## src/rtl/frame_update_ctrl_pkg.sv

```systemverilog
`default_nettype none
// ============================================================================
// Module      : frame_update_ctrl_pkg
// Description : Shared types and constants for the frame update controller.
//               Holds the FSM state enum, the data, BCD and drop-counter
//               widths, and the double-dabble digit adjust helper.
// Revision    : 1.0 - initial release
// ============================================================================
package frame_update_ctrl_pkg;

    typedef enum logic [1:0] {
        ST_IDLE      = 2'd0,
        ST_CONV_HR   = 2'd1,
        ST_CONV_SPO2 = 2'd2,
        ST_WAIT_VS   = 2'd3
    } fuc_state_e;

    localparam int DATA_W      = 24;
    localparam int BCD_DIGITS  = 8;
    localparam int BCD_W       = 32;
    localparam int CONV_CYCLES = 24;
    localparam int DROP_W      = 8;
    localparam int CONV_CNT_W  = $clog2(CONV_CYCLES + 1);

    // Double-dabble pre-shift correction: any digit of 5 or more gets +3 so
    // that the following left shift carries correctly into the next digit.
    function automatic logic [BCD_W-1:0] bcd_adjust(input logic [BCD_W-1:0] bcd);
        logic [BCD_W-1:0] res;
        res = bcd;
        for (int i = 0; i < BCD_DIGITS; i++) begin
            if (bcd[4*i +: 4] >= 4'd5) begin
                res[4*i +: 4] = bcd[4*i +: 4] + 4'd3;
            end
        end
        return res;
    endfunction

endpackage
`default_nettype wire

```

## src/rtl/frame_update_ctrl_bin2bcd_seq.sv

```systemverilog
`default_nettype none
// ============================================================================
// Module      : bin2bcd_seq
// Description : Sequential double-dabble converter, one bit per clock.
//               A start pulse loads i_din; CONV_CYCLES iterations follow on
//               the next CONV_CYCLES clocks. o_done is high during the cycle
//               in which the last iteration is being applied, and o_dout
//               then carries that final (post-iteration) result, so the
//               caller can store it and restart on the same edge.
// Ports       : i_clk, i_rst_n (async, active low)
//               i_start  - load i_din and begin (overrides a running job)
//               i_din    - 24-bit binary input
//               o_done   - last-iteration cycle flag
//               o_dout   - 8-digit packed BCD, valid while o_done is high
// Revision    : 1.0 - initial release
// ============================================================================
module bin2bcd_seq
    import frame_update_ctrl_pkg::*;
(
    input  logic              i_clk,
    input  logic              i_rst_n,
    input  logic              i_start,
    input  logic [DATA_W-1:0] i_din,
    output logic              o_done,
    output logic [BCD_W-1:0]  o_dout
);

    logic [DATA_W-1:0]     bin_q, bin_d;
    logic [BCD_W-1:0]      bcd_q, bcd_d;
    logic [CONV_CNT_W-1:0] cnt_q, cnt_d;
    logic [BCD_W-1:0]      w_adj;
    logic [BCD_W-1:0]      w_step;

    always_comb begin
        w_adj  = bcd_adjust(bcd_q);
        w_step = (w_adj << 1) | BCD_W'(bin_q[DATA_W-1]);
        bin_d  = bin_q;
        bcd_d  = bcd_q;
        cnt_d  = cnt_q;
        if (i_start) begin
            bin_d = i_din;
            bcd_d = '0;
            cnt_d = CONV_CNT_W'(CONV_CYCLES);
        end else if (cnt_q != '0) begin
            bin_d = bin_q << 1;
            bcd_d = w_step;
            cnt_d = cnt_q - 1'b1;
        end
    end

    always_ff @(posedge i_clk or negedge i_rst_n) begin
        if (!i_rst_n) begin
            bin_q <= '0;
            bcd_q <= '0;
            cnt_q <= '0;
        end else begin
            bin_q <= bin_d;
            bcd_q <= bcd_d;
            cnt_q <= cnt_d;
        end
    end

    assign o_done = (cnt_q == CONV_CNT_W'(1));
    assign o_dout = w_step;

endmodule
`default_nettype wire

```

## src/rtl/frame_update_ctrl.sv

```systemverilog
`default_nettype none
// ============================================================================
// Module      : frame_update_ctrl
// Description : Captures each measurement set from the ALU, converts hr and
//               spo2 to packed BCD with one shared sequential converter, and
//               commits everything atomically on the vsync leading edge so
//               the display never changes mid-frame. A newer sample set
//               always replaces a pending one (counted in o_drop_cnt).
// Macro       : FRAME_UPD_BCD_EN - when defined, the BCD converter and the
//               CONV_HR/CONV_SPO2 states are built; otherwise a capture goes
//               straight to WAIT_VS and the BCD outputs stay 0.
// Ports       : i_clk, i_rst_n (async, active low)
//               i_hr/i_spo2/i_IR_raw/i_red_raw [23:0], i_ALU_DV strobe
//               i_VS vsync (polarity set by VS_ACTIVE_LOW)
//               o_hr/o_spo2/o_IR_raw/o_red_raw [23:0] committed binary
//               o_hr_bcd/o_spo2_bcd [31:0] committed BCD
//               o_ALU_DV commit pulse, o_busy converting, o_drop_cnt [7:0]
// Revision    : 1.0 - initial release
// ============================================================================
module frame_update_ctrl
    import frame_update_ctrl_pkg::*;
#(
    parameter logic VS_ACTIVE_LOW = 1'b1
) (
    input  logic              i_clk,
    input  logic              i_rst_n,
    input  logic [DATA_W-1:0] i_hr,
    input  logic [DATA_W-1:0] i_spo2,
    input  logic [DATA_W-1:0] i_IR_raw,
    input  logic [DATA_W-1:0] i_red_raw,
    input  logic              i_ALU_DV,
    input  logic              i_VS,
    output logic [DATA_W-1:0] o_hr,
    output logic [DATA_W-1:0] o_spo2,
    output logic [DATA_W-1:0] o_IR_raw,
    output logic [DATA_W-1:0] o_red_raw,
    output logic [BCD_W-1:0]  o_hr_bcd,
    output logic [BCD_W-1:0]  o_spo2_bcd,
    output logic              o_ALU_DV,
    output logic              o_busy,
    output logic [DROP_W-1:0] o_drop_cnt
);

`ifdef FRAME_UPD_BCD_EN
    localparam fuc_state_e FIRST_STATE = ST_CONV_HR;
`else
    localparam fuc_state_e FIRST_STATE = ST_WAIT_VS;
`endif

    fuc_state_e        state_q, state_d;
    logic              vs_q, vs_d;           // previous cycle's sync level, asserted = 1
    logic [DATA_W-1:0] cap_hr_q, cap_hr_d, cap_spo2_q, cap_spo2_d;
    logic [DATA_W-1:0] cap_ir_q, cap_ir_d, cap_red_q, cap_red_d;
    logic [BCD_W-1:0]  hr_res_q, hr_res_d, spo2_res_q, spo2_res_d;
    logic [DATA_W-1:0] hr_out_q, hr_out_d, spo2_out_q, spo2_out_d;
    logic [DATA_W-1:0] ir_out_q, ir_out_d, red_out_q, red_out_d;
    logic [BCD_W-1:0]  hr_bcd_out_q, hr_bcd_out_d, spo2_bcd_out_q, spo2_bcd_out_d;
    logic              alu_dv_q, alu_dv_d, busy_q, busy_d;
    logic [DROP_W-1:0] drop_q, drop_d;

    logic              w_vs_level, w_vs_edge, w_restart, w_drop;
    logic              w_conv_start, w_conv_done;
    logic [DATA_W-1:0] w_conv_din;
    logic [BCD_W-1:0]  w_conv_dout;

`ifdef FRAME_UPD_BCD_EN
    bin2bcd_seq u_bin2bcd (
        .i_clk   (i_clk),
        .i_rst_n (i_rst_n),
        .i_start (w_conv_start),
        .i_din   (w_conv_din),
        .o_done  (w_conv_done),
        .o_dout  (w_conv_dout)
    );
`else
    logic w_unused_conv;
    assign w_conv_done   = 1'b0;
    assign w_conv_dout   = '0;
    assign w_unused_conv = &{1'b0, w_conv_start, w_conv_din};
`endif

    always_comb begin
        w_vs_level     = VS_ACTIVE_LOW ? ~i_VS : i_VS;
        w_vs_edge      = w_vs_level & ~vs_q;
        vs_d           = w_vs_level;
        state_d        = state_q;
        cap_hr_d       = cap_hr_q;
        cap_spo2_d     = cap_spo2_q;
        cap_ir_d       = cap_ir_q;
        cap_red_d      = cap_red_q;
        hr_res_d       = hr_res_q;
        spo2_res_d     = spo2_res_q;
        hr_out_d       = hr_out_q;
        spo2_out_d     = spo2_out_q;
        ir_out_d       = ir_out_q;
        red_out_d      = red_out_q;
        hr_bcd_out_d   = hr_bcd_out_q;
        spo2_bcd_out_d = spo2_bcd_out_q;
        alu_dv_d       = 1'b0;
        drop_d         = drop_q;
        w_restart      = 1'b0;
        w_drop         = 1'b0;
        w_conv_start   = 1'b0;
        w_conv_din     = i_hr;

        if (i_ALU_DV) begin
            cap_hr_d   = i_hr;
            cap_spo2_d = i_spo2;
            cap_ir_d   = i_IR_raw;
            cap_red_d  = i_red_raw;
        end

        case (state_q)
            ST_IDLE: begin
                w_restart = i_ALU_DV;
            end
            ST_CONV_HR: begin
                if (i_ALU_DV) begin
                    w_restart = 1'b1;
                    w_drop    = 1'b1;
                end else if (w_conv_done) begin
                    // hr finished: store it and hand the converter to spo2
                    hr_res_d     = w_conv_dout;
                    w_conv_start = 1'b1;
                    w_conv_din   = cap_spo2_q;
                    state_d      = ST_CONV_SPO2;
                end
            end
            ST_CONV_SPO2: begin
                if (i_ALU_DV) begin
                    w_restart = 1'b1;
                    w_drop    = 1'b1;
                end else if (w_conv_done) begin
                    spo2_res_d = w_conv_dout;
                    state_d    = ST_WAIT_VS;
                end
            end
            ST_WAIT_VS: begin
                if (w_vs_edge) begin
                    // Commit the pending set; a simultaneous new sample is
                    // simply the next job, not a superseded one.
                    hr_out_d       = cap_hr_q;
                    spo2_out_d     = cap_spo2_q;
                    ir_out_d       = cap_ir_q;
                    red_out_d      = cap_red_q;
                    hr_bcd_out_d   = hr_res_q;
                    spo2_bcd_out_d = spo2_res_q;
                    alu_dv_d       = 1'b1;
                    state_d        = ST_IDLE;
                    w_restart      = i_ALU_DV;
                end else if (i_ALU_DV) begin
                    w_restart = 1'b1;
                    w_drop    = 1'b1;
                end
            end
            default: state_d = ST_IDLE;
        endcase

        if (w_restart) begin
            state_d      = FIRST_STATE;
            w_conv_start = 1'b1;
            w_conv_din   = i_hr;
        end
        if (w_drop && (drop_q != {DROP_W{1'b1}})) begin
            drop_d = drop_q + 1'b1;
        end
        busy_d = (state_d == ST_CONV_HR) || (state_d == ST_CONV_SPO2);
    end

    always_ff @(posedge i_clk or negedge i_rst_n) begin
        if (!i_rst_n) begin
            state_q        <= ST_IDLE;
            vs_q           <= 1'b0;
            cap_hr_q       <= '0;
            cap_spo2_q     <= '0;
            cap_ir_q       <= '0;
            cap_red_q      <= '0;
            hr_res_q       <= '0;
            spo2_res_q     <= '0;
            hr_out_q       <= '0;
            spo2_out_q     <= '0;
            ir_out_q       <= '0;
            red_out_q      <= '0;
            hr_bcd_out_q   <= '0;
            spo2_bcd_out_q <= '0;
            alu_dv_q       <= 1'b0;
            busy_q         <= 1'b0;
            drop_q         <= '0;
        end else begin
            state_q        <= state_d;
            vs_q           <= vs_d;
            cap_hr_q       <= cap_hr_d;
            cap_spo2_q     <= cap_spo2_d;
            cap_ir_q       <= cap_ir_d;
            cap_red_q      <= cap_red_d;
            hr_res_q       <= hr_res_d;
            spo2_res_q     <= spo2_res_d;
            hr_out_q       <= hr_out_d;
            spo2_out_q     <= spo2_out_d;
            ir_out_q       <= ir_out_d;
            red_out_q      <= red_out_d;
            hr_bcd_out_q   <= hr_bcd_out_d;
            spo2_bcd_out_q <= spo2_bcd_out_d;
            alu_dv_q       <= alu_dv_d;
            busy_q         <= busy_d;
            drop_q         <= drop_d;
        end
    end

    assign o_hr       = hr_out_q;
    assign o_spo2     = spo2_out_q;
    assign o_IR_raw   = ir_out_q;
    assign o_red_raw  = red_out_q;
    assign o_hr_bcd   = hr_bcd_out_q;
    assign o_spo2_bcd = spo2_bcd_out_q;
    assign o_ALU_DV   = alu_dv_q;
    assign o_busy     = busy_q;
    assign o_drop_cnt = drop_q;

endmodule
`default_nettype wire

```

## config.mk

```make
export PLATFORM = sky130hd
export DESIGN_NAME = frame_update_ctrl
export DESIGN_NICKNAME = d
export VERILOG_FILES = /design/src/rtl/frame_update_ctrl_pkg.sv /design/src/rtl/frame_update_ctrl_bin2bcd_seq.sv /design/src/rtl/frame_update_ctrl.sv
export SDC_FILE = /design/constraint.sdc
export NUM_CORES = 1
export LEC_CHECK = 0
export CORE_MARGIN = 2
export CORE_UTILIZATION = 42
export CTS_BUF_LIST = sky130_fd_sc_hd__clkbuf_16
export CTS_CLUSTER_DIAMETER = 200
export DETAILED_ROUTE_END_ITERATION = 8
export PLACE_DENSITY = 0.77
export SLEW_MARGIN = 10
export SYNTH_ARGS = -nofsm -noshare
export SYNTH_HDL_FRONTEND = slang
export SYNTH_SLANG_ARGS = --single-unit
```

## constraint.sdc

```tcl
create_clock -name i_clk -period 2.05 [get_ports i_clk]
set_clock_uncertainty 0.2 [all_clocks]
set_input_delay 0.205 -clock i_clk [delete_from_list [all_inputs] [get_ports i_clk]]
set_output_delay 0.205 -clock i_clk [all_outputs]
set_load 0.01 [all_outputs]
```

* Word level (Yosys, flattened, before mapping)
Cells that the tools add are included.
** Word-level totals
- Input bits :: 100
- Register bits :: 205
- Logic and storage cells :: 38
- Output and inout port bits :: 170
** Cells by class
- Eq/ne operators :: 6
- Reductions and logical operators :: 5
- Multiplexer cells :: 10
- Add/sub/neg operators :: 1
- Bitwise logic cells :: 3
** Operators with widths (count)
- 8-bit by 1-bit adder with 8-bit output, second input constant :: 1
- 8-bit != test, second input constant :: 1
- 2-bit equality test, second input constant :: 3
- 2-bit two-way mux :: 3
- 1-bit two-way mux :: 5
- 2-bit by 1-bit equality test with 1-bit output, second input constant :: 2
- 1-bit one-hot mux with 3 select lines :: 1
- 2-bit zero test :: 1
- 1-bit inverter :: 2
- 1-bit one-hot mux with 2 select lines :: 1
- 2-bit AND reduction :: 1
- 2-bit OR reduction :: 1
- 1-bit AND :: 1
- 1-bit logical AND :: 1
- 1-bit logical OR :: 1

* Depth between registers and ports, before layout
- Word-level depth :: 7
- Mapped depth :: 7
- Gate-level depth less buffers :: 6

* Worst setup path after synthesis
OpenSTA, ideal clock, no wires.
- Kind :: reg-to-reg
- Start :: reg state_q[0]
- End :: reg drop_q[1] (netlist: o_drop_cnt[1])
- Setup time :: 0.128 ns
- Path buffers :: 1
- Required time :: 1.722 ns
- Cell stages (with the launch flop) :: 8
- Path slack :: -0.155 ns
- Period minus slack after synthesis :: 2.205 ns
- Arrival time :: 1.877 ns
- Path through :: dfrtp_1 > inv_1 > ha_1 > nor3_1 > or4b_1 > buf_6 > nor2_1 > mux2_1
** On the way
- Cells in the longest elaborated chain, start to end :: 4
- Elaborated cells on any way between the ends :: 6
- Those cells by class :: eq/ne: 3; mux: 1; reduce/logical: 2
** Ends and longest elaborated chain
- from (decl) :: line frame_update_ctrl.sv:50 : fuc_state_e state_q, state_d;
- from (signal assigned) :: line frame_update_ctrl.sv:190 : state_q <= state_d;
- 2-bit equality test / 2-bit by 1-bit equality test with 1-bit output (equally long branches)
- 2-bit OR reduction (no line)
- 1-bit one-hot mux with 2 select lines (*) :: line frame_update_ctrl.sv:113 : case (state_q)
- 1-bit logical AND (*) :: line frame_update_ctrl.sv:164 : if (w_drop && (drop_q != {DROP_W{1'b1}})) begin
- to (signal assigned) :: line frame_update_ctrl.sv:206 : drop_q <= drop_d;
- to (decl) :: line frame_update_ctrl.sv:59 : logic [DROP_W-1:0] drop_q, drop_d;
Every way passes the cells marked *; elsewhere a longest branch is shown, timed or not.
A chain may end at the register's enable or synchronous reset.

* Final worst setup path
- Start :: reg state_q[0]
- End :: reg drop_q[7] (netlist: o_drop_cnt[7])
Same word-level chain as after synthesis.

==> impl_metrics.ini <==
[outcome]
status = finished, violations left
violated_checks = setup timing

[timing]
timing.final.crit_share_pct = 105.1
final_setup_vio_count = 5
setup_total_negative_slack_ns = -0.2457
worstMarginPinSlew_ns = 0.6014
setup_slack_ns = -0.1038
timing_max_transition_violations_final = 0
grt_setup_unrepaired = yes
finalHoldWorstSlack_ns = 0.04287
period_needed_ns = 2.154
timing.final.hold_violations = 0
timing.fmax_mhz = 464.3
slew_headroom_pct = 59.91

[final_layout]
post_route_cells_drive_above_1_share_pct = 34.37
finalNonFillerCells = 1036
antenna_cells_inserted = 0
layout.nets = 860
area_growth_synth_to_finish_pct = 37.83

[logic_synthesis]
yosysMostFrequentCell = dfrtp_1
synth.top_cells.by_area = dfrtp_1, mux2_2, buf_4
async_flop_share_pct = 100.0
syn-mean-instance-area_um2 = 15.60
synth_warnings = 0
post_synth_most_frequent_cells = dfrtp_1, mux2_2, buf_4
synthCells = 524
post_synth_instance_area_um2 = 8173
ys_seq_elements = 205
netlist-cell-type-count = 25
yosys_most_used_dff = dfrtp_1
yosys_top_cell_area_share_pct = 62.77
synth_top_cell_by_area = dfrtp_1
synth-seq-area-share_pct = 62.77
number_of_enable_flip_flop_cells_after_synthesis = 0

[flow_run]
drv.max_cap_violation_count = 0

[grt]
grt.overflow.total = 0
grt_first_pass_wirelength_um = 25750
vias_in_the_first_global_route = 5102
grt_util_all_layers_pct = 15.57
grt_max_degree = 100
grt_antenna_before_repair = 0

[place]
place_congestion = 0.7401
place_worst_setup_slack_ns = -0.2244
place.detailed.instances = 993
port_buffers = 205
detailed_place_hpwl_um = 11500

[clock_network]
tritoncts = built
cts.htree.levels = 1
cts_buffer_depth = 3
clk_root_buffer_cell = clkbuf_16
numClockSinks = 205
worst_setup_hold_path_clk_slew_ns = 0.06
worst_skew_pair.late_latency_ns = 0.49
cts_made_buffers = 23

[drt]
met3RoutedLength_um = 1361
remaining_drc_errors = 0
drt-initial-drc-count = 95
ant_nets = 0
avgViaCountPerCell = 4.634
dr.pass1.iters = 5
wirelength_um = 16510
route.layer.met1.wl_um = 6225
top_signal_layer_used = met4
routedWlPerCell_um = 15.94
detailroute.via_count = 4801
met2_length_um = 8634

[critical_path]
cp.required_ns = 2.23
worstSetupStartpointType = flop
worst-path-max-fanout = 7
crit_type = flop to flop
worst_ep_arrival_time_ns = 2.33
endpoint_kind = flop

[floorplan]
initial_core_util_pct = 42.41
chipWidth_um = 143.5
die_h_um = 143.5
placement_rows = 51
io-pin-count = 270
die_area_um2 = 20590
design.core.area_um2 = 19270

[pwr]
p_leak_nw = 4.856
max-vdd-ir-drop_v = 0.0006047
p_per_area_nw_per_um2 = 1067

[worst_hold_path]
min-delay-path-class = primary input to asynchronous set/reset pin
## per-stage QoR
step | power [W] | instance area, µm² | utilization, %
floorplan | 0.006601 | 8417 | -
global placement | 0.008219 | 10490 | 54.43
detailed placement | 0.008362 | 10490 | 54.43
CTS | 0.01217 | 11230 | 58.26
global route | 0.01262 | 11260 | 58.45
finish | 0.01202 | 11260 | 58.45
## critical path, stage by stage (launching register included)
cell	delay [ns]
dfrtp_1	0.36
inv_2	0.06
ha_4	0.27
nor3_2	0.03
or4b_4	0.51
buf_6	0.16
nor3_4	0.12
mux2_4	0.32
## path summary, 6_finish.rpt
path / depth (start not counted) / slack (ns) / start / to
max in group asynchronous: 3 / 0.97 / i_rst_n / cap_hr_q[6]
setup reg to reg: 7 / -0.10 / state_q[0] / o_drop_cnt[7]
hold / removal: 2 / 0.04 / i_rst_n / cap_hr_q[13]
min in group i_clk: 2 / 0.12 / i_IR_raw[11] / cap_ir_q[11]
hold reg to reg: 1 / 0.30 / cap_red_q[17] / o_red_raw[17]
setup / recovery: 7 / -0.10 / state_q[0] / o_drop_cnt[7]
## registers in the layout, summed over array words and instances (netlist names)
register    cells
o_IR_raw       24
cap_ir_q       24
cap_red_q      24
o_ALU_DV        1
o_busy          1
cap_spo2_q     24
vs_q            1
o_drop_cnt      8
state_q         2
o_hr           24
cap_hr_q       24
o_spo2         24
o_red_raw      24
## kinds of logic (layout without fill, tap and decap cells)
group	after synthesis	after routing	share of synthesized area, %
xor+xnor	6	6	0.6430
compound gates	4	4	0.3674
fa+ha+maj	3	3	0.4593
mux	194	194	26.73
simple gates	21	21	1.623
other cells	1	64	0.04588
buf+inv	90	274	7.364
flops	205	205	62.77
## power breakdown
group / total (W) / switching, W / internal, W
registers: 0.00530 / 0.000465 / 0.00484
logic: 0.00301 / 0.00113 / 0.00189
clock network: 0.00370 / 0.00154 / 0.00216
total: 0.0120 / 0.00313 / 0.00888
## placed cells by master (no fill, tap or decap), types with 2 or more instances in the layout
master / Yosys / final
dfrtp_1: 205 / 205
clkdlybuf4s50_1: 0 / 203
mux2_2: 192 / 192
conb_1: 1 / 64
clkbuf_16: 0 / 23
buf_4: 64 / 17
inv_1: 3 / 8
buf_12: 0 / 8
xor2_1: 5 / 5
nand2_1: 4 / 4
nor3b_2: 2 / 3
o21bai_1: 3 / 3
nor3_4: 0 / 3
clkinv_1: 0 / 3
clkinv_2: 0 / 3
inv_2: 0 / 2
nor3_1: 5 / 2
nor3_2: 2 / 2
nand3_1: 2 / 2
mux2_4: 0 / 2
ha_1: 3 / 2
buf_6: 1 / 2
## per-layer routing
layer | vias to the layer above | GRT usage [%]
met5 | - | 0
met4 | 0 | 4.128
met3 | 25 | 5.232
met2 | 178 | 27.32
met1 | 2446 | 18.32
li1 | 2152 | -
## area by class of cell
cell class                 count  area, µm²
clock buffer                  23      575.6
clock inverter                16      102.6
fill                        1487       8006
inverter                       3      11.26
multi-input combinational    292       2748
sequential                   205       5130
tap                          265      331.6
timing repair buffer         232       2366
## repair_timing
item | 4_1_cts | 5_1_grt
endpoints found under the hold margin | 205 | 0
cloned | 0 | 0
hold buffers | 1 | 0
endpoints found under the setup margin | 7 | 8
buffers inserted | 2 | 1
resized for setup | 8 | 6
pin swaps | 3 | 1
(Power assumes the default switching activity.)
